<file path="src/rtl/prio_dec_pkg.sv">
// Shared types and helpers for the priority-code decoder.
package prio_dec_pkg;

  typedef enum logic [1:0] {
    IDLE  = 2'd0,
    DRIVE = 2'd1,
    GAP   = 2'd2
  } state_t;

  // Counter width large enough for both the hold and the gap reload values.
  function automatic int cnt_w(input int hold, input int gap);
    int hw;
    int gw;
    hw = (hold > 1) ? $clog2(hold) : 1;
    gw = (gap > 1) ? $clog2(gap) : 1;
    return (hw > gw) ? hw : gw;
  endfunction

endpackage

</file>
<file path="src/rtl/prio_dec_timer.sv">
// Loadable down-counter with terminal-count flag; holds at zero.
module prio_dec_timer #(
  parameter int W = 2
) (
  input  logic         clk,
  input  logic         rst_n,
  input  logic         clear,
  input  logic         load,
  input  logic [W-1:0] load_val,
  output logic         zero
);

  logic [W-1:0] cnt;

  always_ff @(posedge clk or negedge rst_n) begin
    if (!rst_n) begin
      cnt <= '0;
    end else if (clear) begin
      cnt <= '0;
    end else if (load) begin
      cnt <= load_val;
    end else if (cnt != '0) begin
      cnt <= cnt - 1'b1;
    end
  end

  assign zero = (cnt == '0);

endmodule

</file>
<file path="src/rtl/prio_code_decoder.sv">
// Binary code to timed one-hot pulse with hold and guard gap.
// Optional err output and sticky flag enabled by PRIO_DEC_ERR_EN.
module prio_code_decoder
  import prio_dec_pkg::*;
#(
  parameter  int OUT_W       = 4,
  parameter  int HOLD_CYCLES = 4,
  parameter  int GAP_CYCLES  = 1,
  localparam int CODE_W      = $clog2(OUT_W)
) (
  input  logic              clk,
  input  logic              rst_n,
  input  logic              code_valid,
  input  logic [CODE_W-1:0] code,
  output logic              code_ready,
  input  logic              flush,
  output logic [OUT_W-1:0]  dout,
  output logic              dout_valid,
  output logic              busy
`ifdef PRIO_DEC_ERR_EN
  , output logic            err
`endif
);

  localparam int            CW      = cnt_w(HOLD_CYCLES, GAP_CYCLES);
  localparam logic [CW-1:0] HOLD_LD = CW'(HOLD_CYCLES - 1);
  localparam logic [CW-1:0] GAP_LD  = (GAP_CYCLES > 0) ? CW'(GAP_CYCLES - 1) : '0;
  localparam logic [CODE_W:0] OUT_W_V = (CODE_W + 1)'(OUT_W);

  state_t            state;
  logic              accept;
  logic              in_range;
  logic              start;
  logic              to_gap;
  logic              t_load;
  logic [CW-1:0]     t_load_val;
  logic              t_zero;
  logic [OUT_W-1:0]  onehot;

  assign accept   = code_valid & code_ready;
  // Zero-extend so the compare also works when OUT_W is not a power of 2.
  assign in_range = ({1'b0, code} < OUT_W_V);
  assign onehot   = {{(OUT_W-1){1'b0}}, 1'b1} << code;

  assign start      = !flush && (state == IDLE) && accept && in_range;
  assign to_gap     = !flush && (state == DRIVE) && t_zero && (GAP_CYCLES > 0);
  assign t_load     = start | to_gap;
  assign t_load_val = start ? HOLD_LD : GAP_LD;

  prio_dec_timer #(.W(CW)) u_timer (
    .clk      (clk),
    .rst_n    (rst_n),
    .clear    (flush),
    .load     (t_load),
    .load_val (t_load_val),
    .zero     (t_zero)
  );

  always_ff @(posedge clk or negedge rst_n) begin
    if (!rst_n) begin
      state      <= IDLE;
      dout       <= '0;
      dout_valid <= 1'b0;
      busy       <= 1'b0;
      code_ready <= 1'b0;
    end else if (flush) begin
      state      <= IDLE;
      dout       <= '0;
      dout_valid <= 1'b0;
      busy       <= 1'b0;
      code_ready <= 1'b1;
    end else begin
      case (state)
        IDLE: begin
          code_ready <= 1'b1;
          if (accept && in_range) begin
            state      <= DRIVE;
            dout       <= onehot;
            dout_valid <= 1'b1;
            busy       <= 1'b1;
            code_ready <= 1'b0;
          end
        end
        DRIVE: begin
          if (t_zero) begin
            dout       <= '0;
            dout_valid <= 1'b0;
            if (GAP_CYCLES > 0) begin
              state <= GAP;
            end else begin
              state      <= IDLE;
              busy       <= 1'b0;
              code_ready <= 1'b1;
            end
          end
        end
        GAP: begin
          if (t_zero) begin
            state      <= IDLE;
            busy       <= 1'b0;
            code_ready <= 1'b1;
          end
        end
        default: begin
          state      <= IDLE;
          dout       <= '0;
          dout_valid <= 1'b0;
          busy       <= 1'b0;
          code_ready <= 1'b1;
        end
      endcase
    end
  end

`ifdef PRIO_DEC_ERR_EN
  logic oor;
  logic err_sticky;

  assign oor = accept & ~in_range;

  // err is the one-cycle pulse OR the sticky flag, kept as one register.
  always_ff @(posedge clk or negedge rst_n) begin
    if (!rst_n) begin
      err_sticky <= 1'b0;
      err        <= 1'b0;
    end else if (flush) begin
      err_sticky <= 1'b0;
      err        <= 1'b0;
    end else begin
      err_sticky <= err_sticky | oor;
      err        <= err_sticky | oor;
    end
  end
`endif

endmodule

</file>
<file path="config.mk">
export PLATFORM = sky130hd
export DESIGN_NAME = prio_code_decoder
export DESIGN_NICKNAME = d
export VERILOG_FILES = /design/src/rtl/prio_dec_pkg.sv /design/src/rtl/prio_dec_timer.sv /design/src/rtl/prio_code_decoder.sv
export SDC_FILE = /design/constraint.sdc
export NUM_CORES = 1
export LEC_CHECK = 0
export CORE_MARGIN = 5
export CORE_UTILIZATION = 30
export DETAILED_ROUTE_END_ITERATION = 10
export PLACE_DENSITY = 0.6
export SLEW_MARGIN = 40
export SYNTH_ARGS = -nofsm -noshare
export SYNTH_HDL_FRONTEND = slang
export SYNTH_HIERARCHICAL = 1
export SYNTH_SLANG_ARGS = --single-unit
</file>
<file path="constraint.sdc">
create_clock -name clk -period 2 [get_ports clk]
set_clock_uncertainty 0.15 [all_clocks]
set_input_delay 0.5 -clock clk [delete_from_list [all_inputs] [get_ports clk]]
set_output_delay 0.5 -clock clk [all_outputs]
set_load 0.005 [all_outputs]
</file>
[Yosys cells after proc, flatten, opt, wreduce, memory -nomap -nowiden]
Cells that the tools add are included.
Storage, ports and cells
  register bits after elaboration: 11
  input port bits: 6
  output and inout bits: 7
  word-level logic and storage cells: 53
Cells by class
  add/sub/neg operators: 1
  equal/unequal tests: 7
  shift-type cells: 1
  multiplexer cells: 23
  bitwise operators: 2
  reductions and logical operators: 13
Operator list (number)
  2-bit 2-to-1 mux: 8
  4-bit 2-to-1 mux: 3
  4-bit one-hot mux with 3 select lines: 1
  3-bit != test, second input constant: 3
  1-bit one-hot mux with 3 select lines: 3
  3-bit AND reduction: 3
  1-bit 2-to-1 mux: 7
  2-bit one-hot mux with 3 select lines: 1
  1-bit logical AND: 4
  2-bit logical NOT: 2
  2-bit != test, second input constant: 2
  1-bit by 2-bit << shifter with 4-bit output, first input constant: 1
  3-bit nonzero test: 1
  2-bit by 1-bit equality test with 1-bit output, second input constant: 1
  2-bit equality test, second input constant: 1
  2-bit AND reduction: 1
  2-bit nonzero test: 1
  2-bit by 1-bit subtractor with 2-bit output, second input constant: 1
  1-bit AND: 1
  1-bit logical NOT: 1
  1-bit bitwise OR: 1

[Logic depth before layout (Yosys ltp)]
Gate-level depths: netlist of the first run.
  depth in word-level cells: 6
  depth in mapped cells: 6
  depth with buffers taken out: 6

[Hierarchy]
Netlist of the first run, hierarchy kept.
Modules (own cells, without submodules)
  prio_code_decoder: times used 1, cells an instance 48, area each 493.0 um^2, seq. area each 225.2 um^2
  prio_dec_timer: times used 1, cells an instance 12, area each 131.4 um^2, seq. area each 50.0 um^2

[Least setup slack after synthesis of the first run]
OpenSTA, ideal clock, no wires.
  kind: in2reg
  from: in flush
  to: reg u_timer.cnt[1]
  library setup time: 0.104 ns
  arrival: 1.383 ns
  data required time: 1.746 ns
  slack: 0.363 ns
  cell stages on the path: 5
  buffers on the path: 1
  cell sequence: clkbuf_1 -> nor3_4 -> nand3_1 -> o21ai_1 -> o41ai_2
Between the ends
  cells in the longest elaborated chain, start to end: 6
  elaborated cells between the ends (all ways): 10
  classes of those cells: mux (3); bitwise (1); reduce/logical (6)
RTL lines
  start: declaration: RTL line prio_code_decoder.sv:16  | input logic flush,
  1-bit logical NOT *: RTL line prio_code_decoder.sv:45, prio_code_decoder.sv:46
  1-bit logical AND, on equally long branches (2 in a row): RTL line prio_code_decoder.sv:45, prio_code_decoder.sv:46
  1-bit bitwise OR *: RTL line prio_code_decoder.sv:47  | assign t_load = start | to_gap;
  via t_load: RTL line prio_code_decoder.sv:35  | logic t_load;
  2-bit 2-to-1 mux: RTL line prio_dec_timer.sv:20  | end else if (load) begin
  2-bit 2-to-1 mux: RTL line prio_dec_timer.sv:18  | end else if (clear) begin
  end signal: assignment: RTL line prio_dec_timer.sv:21  | cnt <= load_val;
  end signal: assignment: RTL line prio_dec_timer.sv:23  | cnt <= cnt - 1'b1;
  end: declaration: RTL line prio_dec_timer.sv:13  | logic [W-1:0] cnt;
The timed path passes the listed nets; every way through them passes the cells marked *.
A chain may end at the register's enable or synchronous reset.

[Final worst setup path of the first run]
  from: reg code_ready
  to: out code_ready
RTL lines
  start: declaration: RTL line prio_code_decoder.sv:15  | output logic code_ready,
  start signal: assignment: RTL line prio_code_decoder.sv:65  | code_ready <= 1'b0;
  start signal: assignment: RTL line prio_code_decoder.sv:71  | code_ready <= 1'b1;
  start signal: assignment: RTL line prio_code_decoder.sv:75  | code_ready <= 1'b1;
No word-level cell between the ends.

==> flow_summary.toml, run 1 <==
[timing]
layout_setup_ws_ns = 0.146
setup_violations = 0
slew_headroom = 0.652
period_minus_slack_ns = 1.85
fin_crit_sh = 0.927
fmax_mhz = 539
slew_viol_final = 0
worst_pin_slew_ns = 0.520
rsz0062_at_grt = "no"
hold_violations = 0

[global_route]
antenna_found_initial = 0
overflow = 0
track_usage = 0.0912
grt_pass1_vias = 473
grt_max_degree = 12
grt_pass1_wl_um = 2240

[setup_path]
cpPeakStageDelay_ns = 0.52
arrival_ns = 1.20
worstPathCellList = "clkdlybuf4s50_1"
critPathMaxFanout = 5
start_kind = "register"
critPathSlowestCell = "clkdlybuf4s50_1"
crit_family = "buffers and inverters"
crit_required_ns = 1.35
worstSetupPathType = "reg -> out"
worst-path-buf-inv = 1
end_kind = "output port"

[power]
finalPower_mw = 0.814
max-vdd-ir-drop_mv = 0.444
p_switching_mw = 0.288
swShare = 0.353
powerDensity_nw_per_um2 = 1000
pwr-share-clk = 0.195
p_seq_frac = 0.394
internal_power_mw = 0.526
comb_power_share = 0.411
p_leak_nw = 0.347

[clock_network]
ctsHoldBuffers = 0
clk_path_buf_depth = 2
clk_pin_slew_ns = 0.08
cts_sinks = 11
htreeDepth = 1
clkLatencyLatePin_ns = 0.27
cts_made_buffers = 3
post_cts_buffers = 0
cts_resized = 0
cts_root_buf = "clkbuf_4"
cts_tree = "built"

[placed_design]
gp_congestion = 0.702
postPlaceCellArea_um2 = 786
portBuffers = 12
pre_cts_ws_ns = -0.0233
hpwl_um = 919

[detailed_routing]
drtAntennaViolNets = 0
wl_per_cell_um = 11.9
drc = 0
drt_pass1_iterations = 3
viasPerCell = 4.38
vias = 455
drt_iter0_drc = 6
routed_wirelength_um = 1230

[yosys]
async_reset_ff_frac = 1.00
avgSynthCellArea_um2 = 10.4
yosysMostFrequentCell = "dfrtp_1"
synth-seq-cells = 11
synth_commonest_cells = "dfrtp_1, nand2b_1, nand3b_1"
synth_top_area_cell = "dfrtp_1"
syn-cell-area_um2 = 624
synthCells = 60
synthesis.nets = 67
synth.distinct_cells = 24
synth_area_leaders = "dfrtp_1, nand3b_1, mux2i_1"
ys_warn_count = 6
synth_ff_type = "dfrtp_1"
synth_top_area_share = 0.441
synth_edf_count = 0
ys_seq_area_frac = 0.441

[die]
die_w_um = 55.6
start_util = 0.315
ios = 13
coreArea_um2 = 1980
die_area_um2 = 3090
dieHeight_um = 55.6
rows = 16

[layout]
drive_above_1_share = 0.130
nNetsFinal = 85
fill_cells = 201
antenna_cells = 0
area_growth_pct = 30.1
final_area_um2 = 812
final_util = 0.410

[job]
drv_cap = 0

[hold_path]
hold_class = "reg -> reg"

[outcome]
outcome = "completed"
==> worst min-delay path, stage by stage (launching register included) <==
cell and delay, ns:
dfrtp_1 0.36, nand3b_1 0.08, nand2_1 0.07
==> state kept, by name (all words and copies together) (netlist names) <==
name	flops
code_ready	1
dout_valid	1
busy	1
state	2
u_timer/cnt	2
dout	4
==> placed cells by master (no fill, tap or decap), drive strengths merged <==
cell type       n
dfrtp          11
ha              1
clkbuf          4
o22ai           1
o41ai           1
nand2b          6
nand3           2
and2b           1
clkdlybuf4s50  12
nand2           3
o21a            1
buf             4
xor2            1
o21ai           7
nor2            2
nand3b          6
inv             4
nor3            1
or3b            1
o31ai           2
nor2b           2
mux2i           4
==> cell type report <==
type / instances / area, um^2 / area share
Clock buffer: 4 / 26.3 / 0.0324
Inverter: 4 / 15.0 / 0.0185
Multi-Input combinational cell: 42 / 312 / 0.384
Sequential cell: 11 / 275 / 0.339
Tap cell: 27 / 33.8 / 0.0416
Timing Repair Buffer: 16 / 150 / 0.185
==> logic make-up (layout without fill, tap and decap cells) <==
| kind of cell | after synthesis | in the layout | synth area share |
|---|---|---|---|
| compound gates | 12 | 12 | 0.150 |
| simple gates | 24 | 24 | 0.251 |
| mux | 4 | 4 | 0.0641 |
| flops | 11 | 11 | 0.441 |
| buf+inv | 7 | 24 | 0.0601 |
| xor+xnor | 1 | 1 | 0.0140 |
| fa+ha+maj | 1 | 1 | 0.0200 |
==> stage by stage <==
stage,hold slack (ns),TNS (ns),cells
after detailed placement,0.360,-0.0233,100
final,0.379,0,104
after floorplan,0.0544,0,60
after global routing,0.413,0,104
after global placement,0.362,0,100
after CTS,0.380,0,104
==> power by group through the flow <==
stage,clock [mW],sequential (mW),combinational (mW)
after floorplan,0,0.301,0.257
after global placement,0,0.324,0.330
after detailed placement,0,0.325,0.341
after CTS,0.167,0.322,0.342
after global routing,0.176,0.328,0.371
final,0.158,0.321,0.335
==> path summary, 6_finish.rpt <==
check / startpoint / end / slack (ns) / cells after the start
setup / recovery: code_ready$_DFFE_PN0P_ / code_ready / 0.15 / 1
hold / removal: busy$_DFFE_PN0P_ / busy$_DFFE_PN0P_ / 0.38 / 2
setup reg to reg: u_timer/cnt[0]$_DFFE_PN0P_ / u_timer/cnt[1]$_DFFE_PN0P_ / 0.40 / 6
hold reg to reg: busy$_DFFE_PN0P_ / busy$_DFFE_PN0P_ / 0.38 / 2
max in group asynchronous: rst_n / u_timer/cnt[0]$_DFFE_PN0P_ / 0.93 / 1
min in group asynchronous: rst_n / dout[3]$_DFFE_PN0P_ / 0.42 / 1
==> per-layer routing <==
layer | vias up | wire length [um] | track usage
met1 | 205 | 636 | 0.126
met4 | 0 | 0 | 0.0417
met2 | 6 | 556 | 0.132
met5 | - | 0 | 0
li1 | 244 | - | -
met3 | 0 | 40 | 0.0232
(Power assumes the default switching activity.)
==> inputs of run 2 (changes only) <==
- CORE_MARGIN: 5 -> unset
- PLACE_DENSITY: 0.6 -> 0.61
- SKIP_CTS_REPAIR_TIMING: unset -> 1
- SYNTH_HIERARCHICAL: 1 -> unset
==> run 2 against run 1 <==
  * The flow now finishes with violations (DRC)
  * Synthesized area decreased by 13%
  * Worst hold slack worse by 0.032 ns
  * Core utilization up 0.79 points
  * Non-clock buffer count is 2 lower
  * Clock power decreased by 4%
  * Combinational power fell by 33%
  * First-iteration DRC count shrank 17%
  * Register-to-register slack got worse by 0.05 ns
  * Sequential cell count unchanged
  * Synthesized cell count decreased by 17%
  * Via count is 6.2% lower
==> flow_summary.toml, run 2 <==
[timing]
fmax_mhz = 541
fin_tns_setup_ns = 0
period_minus_slack_ns = 1.85
slew_headroom = 0.670
setup_violations = 0
slew_viol_final = 0
worst_pin_slew_ns = 0.494
rsz0062_at_grt = "no"
hold_violations = 0
layout_setup_ws_ns = 0.151
fin_crit_sh = 0.925

[yosys]
synth_top_area_cell = "dfrtp_1"
synthCells = 50
synth.distinct_cells = 24
synth_commonest_cells = "dfrtp_1, a21oi_1, a32o_1, inv_1, nand2_1"
ys_seq_area_frac = 0.505
synth_top_area_share = 0.505
synthesis.nets = 57
synth-seq-cells = 11
syn-cell-area_um2 = 546
yosysMostFrequentCell = "dfrtp_1"
synth_edf_count = 0
async_reset_ff_frac = 1.00
synth_area_leaders = "dfrtp_1, a32o_1, o31ai_4"
ys_warn_count = 0
avgSynthCellArea_um2 = 10.9
synth_ff_type = "dfrtp_1"

[detailed_routing]
drt_iter0_drc = 5
wl_per_cell_um = 11.1
drtAntennaViolNets = 0
drt_pass1_iterations = 6
vias = 427
routed_wirelength_um = 995
drc = 1
viasPerCell = 4.74

[clock_network]
cts_made_buffers = 3
clk_path_buf_depth = 2
htreeDepth = 1
clkLatencyLatePin_ns = 0.27
cts_sinks = 11
cts_tree = "built"
cts_root_buf = "clkbuf_4"
clk_pin_slew_ns = 0.07

[setup_path]
worstPathCellList = "clkdlybuf4s50_1"
arrival_ns = 1.20
worst-path-buf-inv = 1
crit_family = "buffers and inverters"
r2r_slack_ns = 0.35
start_kind = "register"
critPathSlowestCell = "clkdlybuf4s50_1"
crit_required_ns = 1.35
cpPeakStageDelay_ns = 0.52
worstRegToRegCells = 5
critPathMaxFanout = 4
r2r-end = "dout[1]$_DFFE_PN0P_"
r2r_start = "u_timer.cnt[0]$_DFFE_PN0P_"
end_kind = "output port"
worstSetupPathType = "reg -> out"

[global_route]
track_usage = 0.118
grt_pass1_wl_um = 1620
grt_max_degree = 12
antenna_found_initial = 0
overflow = 0
use_met3 = 0.0245
top_usage_layer = "met1"
met1_usage = 0.187
met2_usage = 0.132
grt_pass1_vias = 372

[power]
finalPower_mw = 0.665
max-vdd-ir-drop_mv = 0.402
p_leak_nw = 0.313
powerDensity_nw_per_um2 = 933

[die]
die_area_um2 = 1990
dieHeight_um = 44.6
rows = 15
die_w_um = 44.6
coreArea_um2 = 1710
start_util = 0.319
ios = 13

[placed_design]
hpwl_um = 741
gp_congestion = 0.717
pre_cts_ws_ns = 0.0757
portBuffers = 12

[hold_path]
worstHoldEndpoint = "dout[2]$_DFFE_PN0P_"
hold_class = "reg -> reg"
whs_path_depth = 1
hold_start = "dout[2]$_DFFE_PN0P_"

[job]
drv_cap = 0

[layout]
drive_above_1_share = 0.138
nNetsFinal = 73
area_growth_pct = 30.7
final_util = 0.418
largest_reg_flops = 4
mostFrequentLayoutCell = "clkdlybuf4s50_1"
top_register = "dout"
top_regs = "dout: 4 flops, state: 2 flops, u_timer.cnt: 2 flops"
antenna_cells = 0
layout_common_cells = "clkdlybuf4s50_1, dfrtp_1, inv_1, a32o_1, a21oi_1"

[outcome]
violations = "DRC"
outcome = "finished with violations"
run 2: final cells by class:
class,count,area [um^2]
fill,158,995
sequential,11,275
multi-input combinational,32,229
timing repair buffer,14,135
tap,25,31.3
clock buffer,3,22.5
inverter,4,15.0
clock inverter,1,5.00
run 2: routing by layer:
metal	vias to the layer above	wire length [um]
met5	-	0
met4	0	17
met3	2	27
met2	8	411
met1	205	539
li1	212	-
run 2: worst max-delay path by stage:
stage / startpoint / endpoint / slack, ns / cells after the start
CTS: code_ready$_DFFE_PN0P_ / code_ready / 0.15 / 1
global route: code_ready$_DFFE_PN0P_ / code_ready / 0.11 / 1
floorplan: u_timer.cnt[0]$_DFFE_PN0P_ / dout[0]$_DFFE_PN0P_ / 0.34 / 6
global placement: flush / dout[1]$_DFFE_PN0P_ / 0.08 / 4
finish: code_ready$_DFFE_PN0P_ / code_ready / 0.15 / 1
detailed placement: flush / dout[1]$_DFFE_PN0P_ / 0.08 / 4
run 2: through the flow:
stage | hold WS [ns] | area [um^2] | std cells
final | 0.346 | 713 | 90
after global routing | 0.358 | 713 | 90
after CTS | 0.350 | 713 | 90
after detailed placement | 0.335 | 686 | 86
after global placement | 0.333 | 686 | 86
after floorplan | 0.0544 | 546 | 50
run 2: worst reg2reg max path: stages, from the launching register on:
cell     delay, ns
dfrtp_1       0.35
inv_1         0.05
ha_1          0.22
or4b_4        0.55
o31ai_4       0.09
a32o_1        0.17
run 2: power breakdown:
group | leakage (nW) | switching (mW) | internal (mW)
clock network | 0.0177 | 0.0780 | 0.0741
registers | 0.143 | 0.0326 | 0.258
logic | 0.152 | 0.105 | 0.118
run 2: logic make-up (layout without fill, tap and decap cells):
| kind of cell | after synthesis | count (layout) | share of synthesized area |
|---|---|---|---|
| buffers and inverters | 7 | 22 | 0.0757 |
| AO/OA/AOI/OAI | 15 | 15 | 0.218 |
| flip-flops | 11 | 11 | 0.505 |
| adder cells (fa/ha/maj) | 1 | 1 | 0.0229 |
| AND/OR/NAND/NOR | 16 | 16 | 0.179 |
==> inputs of run 3 (changes only) <==
- CORE_ASPECT_RATIO: unset -> 1.25
==> run 3 against run 2 <==
  * The flow now finishes without violations
  * Worst setup slack improved by 0.022 ns
  * Final area decreased by 1.4%
  * Global-route usage increased by 1.6 points
  * Largest power group unchanged
==> flow_summary.toml, run 3 (same netlist as run 2, synthesis figures left out) <==
[setup_path]
r2r_slack_ns = 0.36
critPathSlowestCell = "clkdlybuf4s50_1"
end_kind = "output port"
crit_required_ns = 1.35
worstPathCellList = "clkdlybuf4s50_1"
worst-path-buf-inv = 1
start_kind = "register"
crit_family = "buffers and inverters"
worstSetupPathType = "reg -> out"
cpPeakStageDelay_ns = 0.52
arrival_ns = 1.18
critPathMaxFanout = 4

[detailed_routing]
drt_iter0_drc = 9
vias = 421
drtAntennaViolNets = 0
drt_pass1_iterations = 4
drc = 0
viasPerCell = 5.07
wl_per_cell_um = 12.8
routed_wirelength_um = 1060

[global_route]
top_usage_layer = "met1"
met2_usage = 0.172
overflow = 0
met1_usage = 0.179
track_usage = 0.134
use_met3 = 0.0270
antenna_found_initial = 0
grt_max_degree = 12
grt_pass1_wl_um = 1750
grt_pass1_vias = 416

[die]
dieHeight_um = 49.7
ios = 13
die_w_um = 40.1
rows = 16
coreArea_um2 = 1640
start_util = 0.332
die_area_um2 = 1990

[layout]
regArea_um2 = 275
top_regs = "dout: 4 flops, state: 2 flops, u_timer.cnt: 2 flops"
area_growth_pct = 28.9
mostFrequentLayoutCell = "clkdlybuf4s50_1"
fill_cells = 170
multi_input_area_um2 = 229
nNetsFinal = 73
drive_above_1_share = 0.123
antenna_cells = 0
largest_reg_flops = 4
layout_common_cells = "clkdlybuf4s50_1, dfrtp_1, inv_1, a32o_1, a21oi_1"
top_register = "dout"

[power]
powerDensity_nw_per_um2 = 943
p_leak_nw = 0.310
max-vdd-ir-drop_mv = 0.470
finalPower_mw = 0.663

[timing]
fin_tns_setup_ns = 0
slew_headroom = 0.654
slew_viol_final = 0
period_minus_slack_ns = 1.83
fmax_mhz = 547
rsz0062_at_grt = "no"
worst_pin_slew_ns = 0.517
setup_violations = 0
hold_violations = 0
fin_crit_sh = 0.914
hold_ws_ns = 0.358

[placed_design]
gp_congestion = 0.723
hpwl_um = 774
portBuffers = 12

[job]
drv_cap = 0

[clock_network]
cts_tree = "built"
clk_path_buf_depth = 2
htreeDepth = 1
clkLatencyLatePin_ns = 0.26
cts_made_buffers = 3
cts_root_buf = "clkbuf_4"
cts_sinks = 11
clk_pin_slew_ns = 0.07

[hold_path]
hold_class = "reg -> reg"

[outcome]
outcome = "completed"
run 3: cell types whose count changed in the layout (fill, tap and decap cells not counted):
cell	previous run	this run
clkbuf_1	0	1
clkinv_2	1	0
run 3: final timing paths:
| check | end | cells past startpoint | start |
|---|---|---|---|
| setup / recovery | code_ready | 1 | code_ready$_DFFE_PN0P_ |
| hold / removal | dout[3]$_DFFE_PN0P_ | 1 | dout[3]$_DFFE_PN0P_ |
| setup reg to reg | dout[1]$_DFFE_PN0P_ | 5 | u_timer.cnt[0]$_DFFE_PN0P_ |
| hold reg to reg | dout[3]$_DFFE_PN0P_ | 1 | dout[3]$_DFFE_PN0P_ |
| max in group asynchronous | dout[2]$_DFFE_PN0P_ | 1 | rst_n |
| min in group asynchronous | u_timer.cnt[0]$_DFFE_PN0P_ | 1 | rst_n |
run 3: per-layer routing:
metal	wire length, um	up-vias	share of wire
li1	-	212	-
met1	546	202	0.51
met2	470	5	0.44
met3	20	2	0.019
met4	27	0	0.025
met5	0	-	0
run 3: metrics by stage:
stage,utilization,setup WS [ns],std cells,area [um^2]
finish,0.428,0.173,83,703
global route,0.428,0.146,83,703
CTS,0.428,0.166,83,703
detailed placement,0.412,0.0622,79,677
global placement,0.412,0.0848,79,677
floorplan,-,0.340,50,546
run 3: area by class of cell:
cell class,instances,area share
flip-flops and latches,11,0.391
multi-input cells,32,0.326
repair buffers,14,0.192
clock buffers,4,0.0374
well taps,18,0.0320
inverters,4,0.0214
run 3: where the power goes:
group | switching [mW] | internal, mW
registers | 0.0340 | 0.258
logic | 0.100 | 0.117
clock network | 0.0767 | 0.0771
total | 0.211 | 0.452
